==> src/rtl/adder_seq_ctrl.sv <==
// Multi-precision add/subtract sequencer: streams WORDS x 16-bit words through one
// shared combinational 16-bit adder, least significant word first, carrying between words.

module adder_16bit (
    input  logic [15:0] a,
    input  logic [15:0] b,
    input  logic        ci,
    output logic [15:0] s,
    output logic        co
);
    assign {co, s} = {1'b0, a} + {1'b0, b} + {16'b0, ci};
endmodule

module adder_seq_ctrl #(
    parameter int WORDS = 4
) (
    input  logic                clk,
    input  logic                rst,
    input  logic                start,
    input  logic                sub,
    input  logic [16*WORDS-1:0] a,
    input  logic [16*WORDS-1:0] b,
    input  logic                cin,
    output logic                busy,
    output logic                done,
    output logic [16*WORDS-1:0] sum,
    output logic                cout,
    output logic                ovf
);
    localparam int W  = 16 * WORDS;
    localparam int IW = $clog2(WORDS);
    localparam logic [IW-1:0] LAST_IDX = IW'(WORDS - 1);

    typedef enum logic [1:0] {IDLE, RUN, DONE} state_t;

    state_t          state_q, state_d;
    logic [IW-1:0]   idx_q, idx_d;
    logic            carry_q, carry_d;
    logic            sub_q, sub_d;
    logic [W-1:0]    a_q, a_d;
    logic [W-1:0]    b_q, b_d;
    logic [W-1:0]    sum_q, sum_d;
    logic            cout_q, cout_d;
    logic            ovf_q, ovf_d;

    logic [15:0]     a_word;
    logic [15:0]     b_word;
    logic [15:0]     add_s;
    logic            add_co;

    // B is inverted here for subtraction; the +1 comes from the preloaded carry.
    assign a_word = a_q[{idx_q, 4'b0000} +: 16];
    assign b_word = b_q[{idx_q, 4'b0000} +: 16] ^ {16{sub_q}};

    adder_16bit u_adder (
        .a  (a_word),
        .b  (b_word),
        .ci (carry_q),
        .s  (add_s),
        .co (add_co)
    );

    always_comb begin
        state_d = state_q;
        idx_d   = idx_q;
        carry_d = carry_q;
        sub_d   = sub_q;
        a_d     = a_q;
        b_d     = b_q;
        sum_d   = sum_q;
        cout_d  = cout_q;
        ovf_d   = ovf_q;
        busy    = 1'b0;
        done    = 1'b0;

        case (state_q)
            IDLE, DONE: begin
                done = (state_q == DONE);
                if (start) begin
                    a_d     = a;
                    b_d     = b;
                    sub_d   = sub;
                    carry_d = sub | cin;
                    idx_d   = '0;
                    state_d = RUN;
                end else begin
                    state_d = IDLE;
                end
            end
            RUN: begin
                busy = 1'b1;
                sum_d[{idx_q, 4'b0000} +: 16] = add_s;
                carry_d = add_co;
                if (idx_q == LAST_IDX) begin
                    cout_d  = add_co;
                    ovf_d   = (a_word[15] == b_word[15]) && (add_s[15] != a_word[15]);
                    idx_d   = '0;
                    state_d = DONE;
                end else begin
                    idx_d = idx_q + IW'(1);
                end
            end
            default: state_d = IDLE;
        endcase
    end

    always_ff @(posedge clk or posedge rst) begin
        if (rst) begin
            state_q <= IDLE;
            idx_q   <= '0;
            carry_q <= 1'b0;
            sub_q   <= 1'b0;
            a_q     <= '0;
            b_q     <= '0;
            sum_q   <= '0;
            cout_q  <= 1'b0;
            ovf_q   <= 1'b0;
        end else begin
            state_q <= state_d;
            idx_q   <= idx_d;
            carry_q <= carry_d;
            sub_q   <= sub_d;
            a_q     <= a_d;
            b_q     <= b_d;
            sum_q   <= sum_d;
            cout_q  <= cout_d;
            ovf_q   <= ovf_d;
        end
    end

    assign sum  = sum_q;
    assign cout = cout_q;
    assign ovf  = ovf_q;

endmodule

==> config.mk <==
export PLATFORM = sky130hd
export DESIGN_NAME = adder_seq_ctrl
export DESIGN_NICKNAME = d
export VERILOG_FILES = /design/src/rtl/adder_seq_ctrl.sv
export SDC_FILE = /design/constraint.sdc
export NUM_CORES = 1
export LEC_CHECK = 0
export CAP_MARGIN = 30
export CORE_MARGIN = 1.5
export CORE_UTILIZATION = 30
export CTS_BUF_LIST = sky130_fd_sc_hd__clkbuf_4
export CTS_CLUSTER_DIAMETER = 40
export DETAILED_ROUTE_END_ITERATION = 8
export PLACE_DENSITY = 0.57
export SLEW_MARGIN = 30
export SYNTH_ARGS = -nofsm -noshare
export SYNTH_HDL_FRONTEND = slang
export SYNTH_SLANG_ARGS = --single-unit
==> constraint.sdc <==
create_clock -name clk -period 11.4 [get_ports clk]
set_input_delay 3.42 -clock clk [delete_from_list [all_inputs] [get_ports clk]]
set_output_delay 3.42 -clock clk [all_outputs]
set_load 0.1 [all_outputs]
==> Word-level counts from Yosys, hierarchy flattened <==
Index checks and enable logic that the tools add are counted.
{ "op_classes": {"addsub": 4, "n_mul": 0, "n_div": 0, "magnitude_cmp": 0, "eq_ne": 7, "shifts": 4, "muxes": 11, "n_bitwise": 2, "n_reduce_logical": 7} }
{ "ops": {"columns": ["operator", "count"], "rows": [
  ["$shiftx 64x7->16", 2],
  ["$bwmux 64", 1],
  ["$shift 16x8->64 const A", 1],
  ["$shiftx 16x8->64", 1],
  ["$add 16x16->17", 1],
  ["$add 17x1->17", 1],
  ["$xor 16x16->16", 1],
  ["$neg 6->8", 1],
  ["$pmux 2 s2", 2],
  ["$mux 2", 3],
  ["$reduce_and 2->1", 3],
  ["$eq 2x2->1 const B", 2],
  ["$mux 1", 4],
  ["$ne 2x2->1 const B", 2],
  ["$add 2x1->2 const B", 1],
  ["$eq 2x1->1 const B", 1],
  ["$logic_not 2->1", 1],
  ["$pmux 1 s2", 1],
  ["$reduce_bool 2->1", 1],
  ["$reduce_or 2->1", 1],
  ["$eq 1x1->1", 1],
  ["$logic_and 1x1->1", 1],
  ["$ne 1x1->1", 1],
  ["$or 1x1->1", 1]
]} }
{ "word_totals": {"reg_bits": 200, "latch_bits": 0, "ram_bits": 0, "rom_bits": 0, "inputBits": 133, "out_inout_bits": 68, "wordCells": 44, "mem_count": 0} }

==> Logic depth before layout (Yosys ltp) <==
Gate-level depths: netlist of the first run.
{ "depth": {"word_depth": 6, "mapped_depth": 12} }

==> Modules after synthesis <==
A second synthesis of the first run with hierarchy kept.
{ "hier_totals": {"cells_unflattened": 673, "area_unflattened_um2": 9245.1} }
{ "modules_own_cells": {"columns": ["mod", "instances", "cells_per_inst", "area_each_um2", "seq_area_each_um2"], "rows": [
  ["adder_seq_ctrl", 1, 584, 8511.9, 5004.8],
  ["adder_16bit", 1, 89, 733.2, 0.0]
]} }

==> Worst setup path after synthesis of the first run <==
OpenSTA, ideal clock, no wires.
{ "synth_path": {"path_kind": "reg2out", "startpoint": "register state_q[0]", "endpoint": "output port done", "t_arrival_ns": 1.718, "t_required_ns": 7.980, "path_slack_ns": 6.262, "path_stages_with_launch": 2, "path_cell_list": "dfrtp_1 > nor2b_1"} }
{ "synth_via": {"elab_chain_cells": 3} }
{ "synth_rtl": {"columns": ["item", "line_no", "text"], "rows": [
  ["from (decl)", "36", "state_t state_q, state_d;"],
  ["from (signal assigned)", "119", "state_q <= state_d;"],
  ["$eq 2x2->1 or $logic_not 2->1 (tied branches)", "76, 78", null],
  ["$reduce_or 2->1", "76", "case (state_q)"],
  ["$mux 1 *", "76", null],
  ["to (decl)", "25", "output logic done,"]
]} }
Mark *: on every way between the ends. The rest lies on a longest branch, timed or not.

==> Final worst setup path of the first run <==
Ends and elaborated chain as after synthesis.

==> impl_metrics.ini, run 1 <==
[run_status]
status = finished, final reports clean

[sta]
worstMarginPinSlew_ps = 1030
hold_viol = 0
tns_ps = 0
fin_crit_ps = 5780
finalSetupViolations = 0
drv_slew = 0
fin_crit_sh_pct = 50.7
slew_headroom_pct = 30.9
rsz0062_at_grt = false
skew_ps = 29.1
max_freq_mhz = 173

[global_routing]
grtUsageTotal_pct = 15.5
grt_pass1_vias = 6242
grt_max_degree = 134
antenna_found_initial = 3
grt_first_pass_wirelength_um = 36900
grt_overflow = 0

[yosys]
synth_edf_count = 0
yosysTopAreaCell = dfrtp_1
syn_area_um2 = 9280
synth_fp_nets = 816
yosysWarningCount = 0
ys_seq_elements = 200
postSynth.asyncResetShare_pct = 100
ys_seq_area_share_pct = 53.9
synth_cells = 660
yosysTopAreaCellShare_pct = 53.9
syn_area_per_cell_um2 = 14.1
synth_top_flop_cell = dfrtp_1
synthTopCellsByArea = dfrtp_1 (54%), mux2_2 (16%), mux4_2 (7.8%)
synth_cell_types = 57

[final_layout]
syn2layout_area_growth_pct = 29.4
nNetsFinal = 1001
mostFrequentLayoutCells = dfrtp_1 (198), clkdlybuf4s50_1 (198), mux2_2 (129)
design_area_um2 = 12000
final_cells = 1256
drive_above_1_share_pct = 25.5

[clocking]
cts.htree.levels = 4
root_buffer = clkbuf_4
cts-resized-gates = 0
cts_tree = built
cts.sinks = 200
clk_pin_slew_worst_paths_ps = 170
clockBufferDepth = 2
clock_latency_ps = 570
post_cts_buffers = 0
cts_made_buffers = 17
postCtsHoldBufs = 0

[route]
firstDrtPassIters = 4
vias = 6205
post_drt_wl_per_cell_um = 19.1
wl_um = 23900
drt-initial-drc-count = 385
via_per_inst = 4.94
drc = 0
ant_nets = 0

[setup_path]
cp_max_fo = 3
cp_data_required_time_ps = 7980
cp-end-kind = primary output
crit_path_start_kind = flop
crit_arrival_ps = 2360
criticalPathCategory = flop to primary output

[placement]
place_hpwl_um = 17400
placed_area_um2 = 11700
dp.cells = 1222
place_congestion = 0.786
port_buffers = 200

[floorplanning]
start_util_pct = 30.4
pin_count = 201
core_area_um2 = 30500
row_count = 64
chipHeight_um = 179
die_w_um = 179
die_area_um2 = 32000

[run]
max_cap_viol_count = 0

[hold_path]
hp-class = flop to flop
==> through the flow <==
stage	hold WS [ps]	utilization [%]	setup WS, ps
floorplan	458	-	2530
global placement	462	38.3	5190
detailed placement	469	38.3	5220
CTS	505	39.3	5240
global route	535	39.3	5510
finish	507	39.4	5620
==> final timing paths <==
kind | end | slack [ps] | cells after the start | from
worst max register to register | carry_q$_DFFE_PP0P_ | 6840 | 11 | idx_q[0]$_DFFE_PP0P_
worst min register to register | sum[45]$_DFFE_PP0P_ | 510 | 2 | sum[45]$_DFFE_PP0P_
max in group asynchronous | a_q[33]$_DFFE_PP0P_ | 6910 | 3 | rst
min in group asynchronous | sum[52]$_DFFE_PP0P_ | 3350 | 2 | rst
worst min-delay path | sum[45]$_DFFE_PP0P_ | 510 | 2 | sum[45]$_DFFE_PP0P_
worst max-delay path | done | 5620 | 2 | state_q[0]$_DFFE_PP0P_
==> critical path: stages, from the launching register on <==
cell             delay [ps]
dfrtp_1                 460
nor2b_1                 150
clkdlybuf4s50_1        1190
==> cell usage after synthesis (9+ instances only) <==
library cell,n
o31ai_1,14
buf_2,11
mux2_2,129
mux4_2,32
o21ai_0,12
xor2_1,17
clkbuf_1,19
a22o_1,37
dfrtp_1,200
nand4_1,9
nand2_1,39
inv_1,9
a21oi_1,9
ha_1,21
==> final cells by class <==
cell class                      instances  area, um^2
Clock buffer                           17         128
Fill cell                            2926       18500
Tap cell                              396         495
Multi-Input combinational cell        410        4090
Timing Repair Buffer                  207        2050
Antenna cell                            2        5.00
Clock inverter                         15         186
Sequential cell                       200        5010
Inverter                                9        46.3
==> sequential cells by signal (all words and copies together) (netlist names) <==
| name | count |
|---|---|
| a_q | 64 |
| cout | 1 |
| sum | 64 |
| state_q | 2 |
| sub_q | 1 |
| ovf | 1 |
| b_q | 64 |
| idx_q | 2 |
| carry_q | 1 |
==> cells by family after synthesis <==
family / after synthesis / share of synthesized area (%)
flip-flops: 200 / 53.9
multiplexers: 162 / 23.5
AO/OA/AOI/OAI: 109 / 9.57
AND/OR/NAND/NOR: 91 / 5.00
buffers and inverters: 50 / 2.35
XOR/XNOR: 25 / 2.36
adder cells (fa/ha/maj): 23 / 3.26
==> routing by layer <==
metal	global-route usage [%]	vias up	share of wire, %
li1	-	2853	-
met1	21.6	3146	47
met2	23.3	184	44
met3	4.62	20	7.0
met4	4.38	2	1.5
met5	0	-	0.054
Power of run 1 is left out: the tool's default activity adds up to more than one toggle a clock period on the data nets, which glitch-free logic cannot reach.
==> inputs of run 2 (changes only) <==
==> constraint.sdc (replaced) <==
create_clock -name clk -period 5.51 [get_ports clk]
set_input_delay 1.653 -clock clk [delete_from_list [all_inputs] [get_ports clk]]
set_output_delay 1.653 -clock clk [all_outputs]
set_load 0.1 [all_outputs]
==> impl_metrics.ini, run 2 (same netlist as run 1, synthesis figures left out) <==
[final_layout]
nNetsFinal = 1002
drive_above_1_share_pct = 25.6
syn2layout_area_growth_pct = 29.8
design_area_um2 = 12000
mostFrequentLayoutCells = dfrtp_1 (198), clkdlybuf4s50_1 (198), mux2_2 (129)

[floorplanning]
row_count = 64
chipHeight_um = 179
core_area_um2 = 30500
start_util_pct = 30.4
pin_count = 201
die_w_um = 179
die_area_um2 = 32000

[run]
max_cap_viol_count = 0

[placement]
place_congestion = 0.854
port_buffers = 200
placed_area_um2 = 11700
place_hpwl_um = 18200

[route]
wl_um = 24600
drc = 0
vias = 6197
drt-initial-drc-count = 407
via_per_inst = 4.93
post_drt_wl_per_cell_um = 19.5
ant_nets = 0
firstDrtPassIters = 4

[sta]
fin_crit_sh_pct = 78.2
hold_viol = 0
tns_ps = 0
fin_crit_ps = 4310
rsz0062_at_grt = false
finalSetupViolations = 0
drv_slew = 0
max_freq_mhz = 232
worstMarginPinSlew_ps = 1050
slew_headroom_pct = 30.0
skew_ps = 24.5

[setup_path]
reg2reg_slack_ps = 1540
cp-end-kind = primary output
cpPeakStageDelay_ps = 1250
worstPathCellList = nand2b_1, inv_1, clkdlybuf4s50_1
cp_data_required_time_ps = 3860
criticalPathCategory = flop to primary output
cp_slowest_cell = clkdlybuf4s50_1
crit_arrival_ps = 2660
crit_family = buffers and inverters
crit_path_start_kind = flop
critPathBufInv = 2
cp_max_fo = 11

[run_status]
status = finished, final reports clean

[clocking]
cts.htree.levels = 4
clockBufferDepth = 2
root_buffer = clkbuf_4
cts_made_buffers = 17
clk_pin_slew_worst_paths_ps = 160
cts-resized-gates = 0
post_cts_buffers = 0
cts.sinks = 200
clock_latency_ps = 590
cts_tree = built
postCtsHoldBufs = 0

[global_routing]
grt_overflow = 0
antenna_found_initial = 6
grt_max_degree = 102
grt_first_pass_wirelength_um = 38100
grt_pass1_vias = 6381
grtUsageTotal_pct = 16.0

[hold_path]
hp-class = flop to flop
run 2: cell types whose count changed in the layout (fill, tap and decap cells not counted), moves of 2 or more:
cell	delta
buf_12	+4
clkinvlp_4	+3
buf_6	-2
inv_6	-3
run 2: layout make-up:
type,count,area (um^2)
fillers,2933,18500
inverters,9,37.5
repair buffers,208,2100
clock buffers,18,135
multi-input cells,410,4090
flip-flops and latches,200,5010
well taps,396,495
diodes,3,7.51
clock inverters,13,170
run 2: routing by layer:
layer | part of all wire, % | track usage, % | vias up | wire, um
met4 | 1.5 | 4.24 | 10 | 376
met1 | 47 | 22.2 | 3128 | 11500
met2 | 45 | 24.4 | 189 | 11000
met3 | 6.6 | 4.71 | 29 | 1610
li1 | - | - | 2841 | -
met5 | 0.26 | 0 | - | 63
run 2: path summary, 6_finish.rpt:
kind                                  endpoint              startpoint  depth (start not counted)
setup / recovery                          busy  state_q[1]$_DFFE_PP0P_                          3
hold / removal             sum[39]$_DFFE_PP0P_     sum[39]$_DFFE_PP0P_                          2
setup reg to reg           carry_q$_DFFE_PP0P_    idx_q[0]$_DFFE_PP0P_                          8
hold reg to reg            sum[39]$_DFFE_PP0P_     sum[39]$_DFFE_PP0P_                          2
max in group asynchronous  b_q[48]$_DFFE_PP0P_                     rst                          3
min in group asynchronous  a_q[39]$_DFFE_PP0P_                     rst                          3
run 2: worst register-to-register path, cell delays in order (launching register included):
cell and delay (ps):
dfrtp_2 940, buf_4 460, mux4_2 590, ha_1 380, a21o_1 230, a221oi_4 400
o31ai_1 180, a221oi_1 480, o2111ai_1 180
run 2: per-stage QoR:
stage / hold WS, ps / setup WS (ps) / std cells / util (%)
after floorplan: 458 / 1270 / 660 / -
after global placement: 459 / 1540 / 1223 / 38.5
after detailed placement: 465 / 1430 / 1223 / 38.5
after CTS: 499 / 1140 / 1254 / 39.5
after global routing: 526 / 1060 / 1256 / 39.5
final: 494 / 1200 / 1257 / 39.5
Power of run 2 is left out for the same reason.
==> inputs of run 3 (changes only) <==
--- a/config.mk
+++ b/config.mk
@@ -11,7 +11,7 @@
 export CTS_BUF_LIST = sky130_fd_sc_hd__clkbuf_4
 export CTS_CLUSTER_DIAMETER = 40
 export DETAILED_ROUTE_END_ITERATION = 8
-export PLACE_DENSITY = 0.57
+export PLACE_DENSITY = 0.59
 export SLEW_MARGIN = 30
 export SYNTH_ARGS = -nofsm -noshare
 export SYNTH_HDL_FRONTEND = slang
==> constraint.sdc (replaced) <==
create_clock -name clk -period 3.8 [get_ports clk]
set_input_delay 1.14 -clock clk [delete_from_list [all_inputs] [get_ports clk]]
set_output_delay 1.14 -clock clk [all_outputs]
set_load 0.1 [all_outputs]
==> impl_metrics.ini, run 3 (same netlist as run 1, synthesis figures left out) <==
[run_status]
status = finished, final reports clean

[setup_path]
cp_data_required_time_ps = 4270
cp_max_fo = 7
crit_path_start_kind = flop
criticalPathCategory = flop to flop
cp-startpoint = idx_q[0]$_DFFE_PP0P_
crit_arrival_ps = 3960
rr_startpoint = idx_q[0]$_DFFE_PP0P_
cp-end-kind = flop

[hold_path]
worstHoldStart = sum[13]$_DFFE_PP0P_
hp-class = flop to flop

[sta]
max_freq_mhz = 286
worstMarginPinSlew_ps = 771
slew_headroom_pct = 48.5
fin_crit_sh_pct = 91.9
rsz0062_at_grt = false
skew_ps = 38.3
drv_slew = 0
fin_crit_ps = 3490
tns_ps = 0
finalSetupViolations = 0
hold_viol = 0

[clocking]
postCtsHoldBufs = 0
cts_tree = built
cts-resized-gates = 0
post_cts_buffers = 0
cts_made_buffers = 17
clockBufferDepth = 2
clk_pin_slew_worst_paths_ps = 160
root_buffer = clkbuf_4
clock_latency_ps = 600
cts.htree.levels = 4
cts.sinks = 200

[global_routing]
grt_overflow = 0
grt_max_degree = 91
antenna_found_initial = 3
grtUsageTotal_pct = 16.2
grt_first_pass_wirelength_um = 38700
grt_pass1_vias = 6449

[floorplanning]
start_util_pct = 30.4
row_count = 64
pin_count = 201
chipHeight_um = 179
die_area_um2 = 32000
core_area_um2 = 30500
die_w_um = 179

[route]
firstDrtPassIters = 5
via_per_inst = 4.98
vias = 6318
ant_nets = 0
drc = 0
post_drt_wl_per_cell_um = 19.8
drt-initial-drc-count = 405
wl_um = 25100

[final_layout]
final_common_cell = dfrtp_1
regArea_um2 = 5010
final.fill_count = 2870
mostFrequentLayoutCells = dfrtp_1 (198), clkdlybuf4s50_1 (132), mux2_2 (129)
drive_above_1_share_pct = 33.9
nNetsFinal = 1015
multi_input_area_um2 = 4070
syn2layout_area_growth_pct = 29.4

[run]
max_cap_viol_count = 0

[placement]
place_hpwl_um = 19100
port_buffers = 200
place_congestion = 0.788
run 3: cell types whose count changed in the layout (fill, tap and decap cells not counted), sizes merged:
cell           previous run  this run
buf                      10        89
clkdlybuf4s50           198       132
clkinvlp                  6         2
clkinv                    2         5
clkbuf                   18        20
diode                     3         2
inv                      11        10
run 3: routing by layer:
layer	routed length (um)	part of all wire (%)	vias to the layer above	track usage [%]
met5	13	0.052	-	0
met1	11900	47	3216	23.3
met3	1650	6.5	17	4.01
met4	247	0.98	2	3.54
li1	-	-	2882	-
met2	11400	45	201	24.6
run 3: cell type report:
class	instances	area share [%]
antenna	2	0.0417
clock buffer	20	1.25
clock inverter	11	1.24
inverter	9	0.313
multi-input combinational	410	33.9
sequential	200	41.7
tap	396	4.13
timing repair buffer	221	17.4
run 3: through the flow:
step	instance area [um^2]	std cells	setup WS (ps)	hold slack, ps	utilization (%)
5_1_grt	12000	1268	78.2	526	39.3
3_3_place_gp	11700	1236	373	463	38.4
4_1_cts	12000	1267	298	500	39.3
2_1_floorplan	9280	660	71.7	458	-
3_5_place_dp	11700	1236	308	470	38.4
6_report	12000	1269	309	497	39.3
run 3: worst paths after layout:
check                                  endpoint  slack (ps)  cells past startpoint
setup / recovery            sum[46]$_DFFE_PP0P_         310                     10
hold / removal              sum[13]$_DFFE_PP0P_         500                      2
setup reg to reg            sum[46]$_DFFE_PP0P_         310                     10
hold reg to reg             sum[13]$_DFFE_PP0P_         500                      2
max in group asynchronous  idx_q[0]$_DFFE_PP0P_        2240                      3
min in group asynchronous    sum[6]$_DFFE_PP0P_         810                      2
run 3: worst max-delay path, stage by stage (launching register included):
cell and delay, ps:
dfrtp_2 530, mux4_2 550, xnor2_1 190, fa_1 230, inv_1 60, fa_1 400
a21o_1 240, a221oi_4 370, o2bb2ai_1 140, or3_4 400, a32o_1 260
Power of run 3 is left out for the same reason.
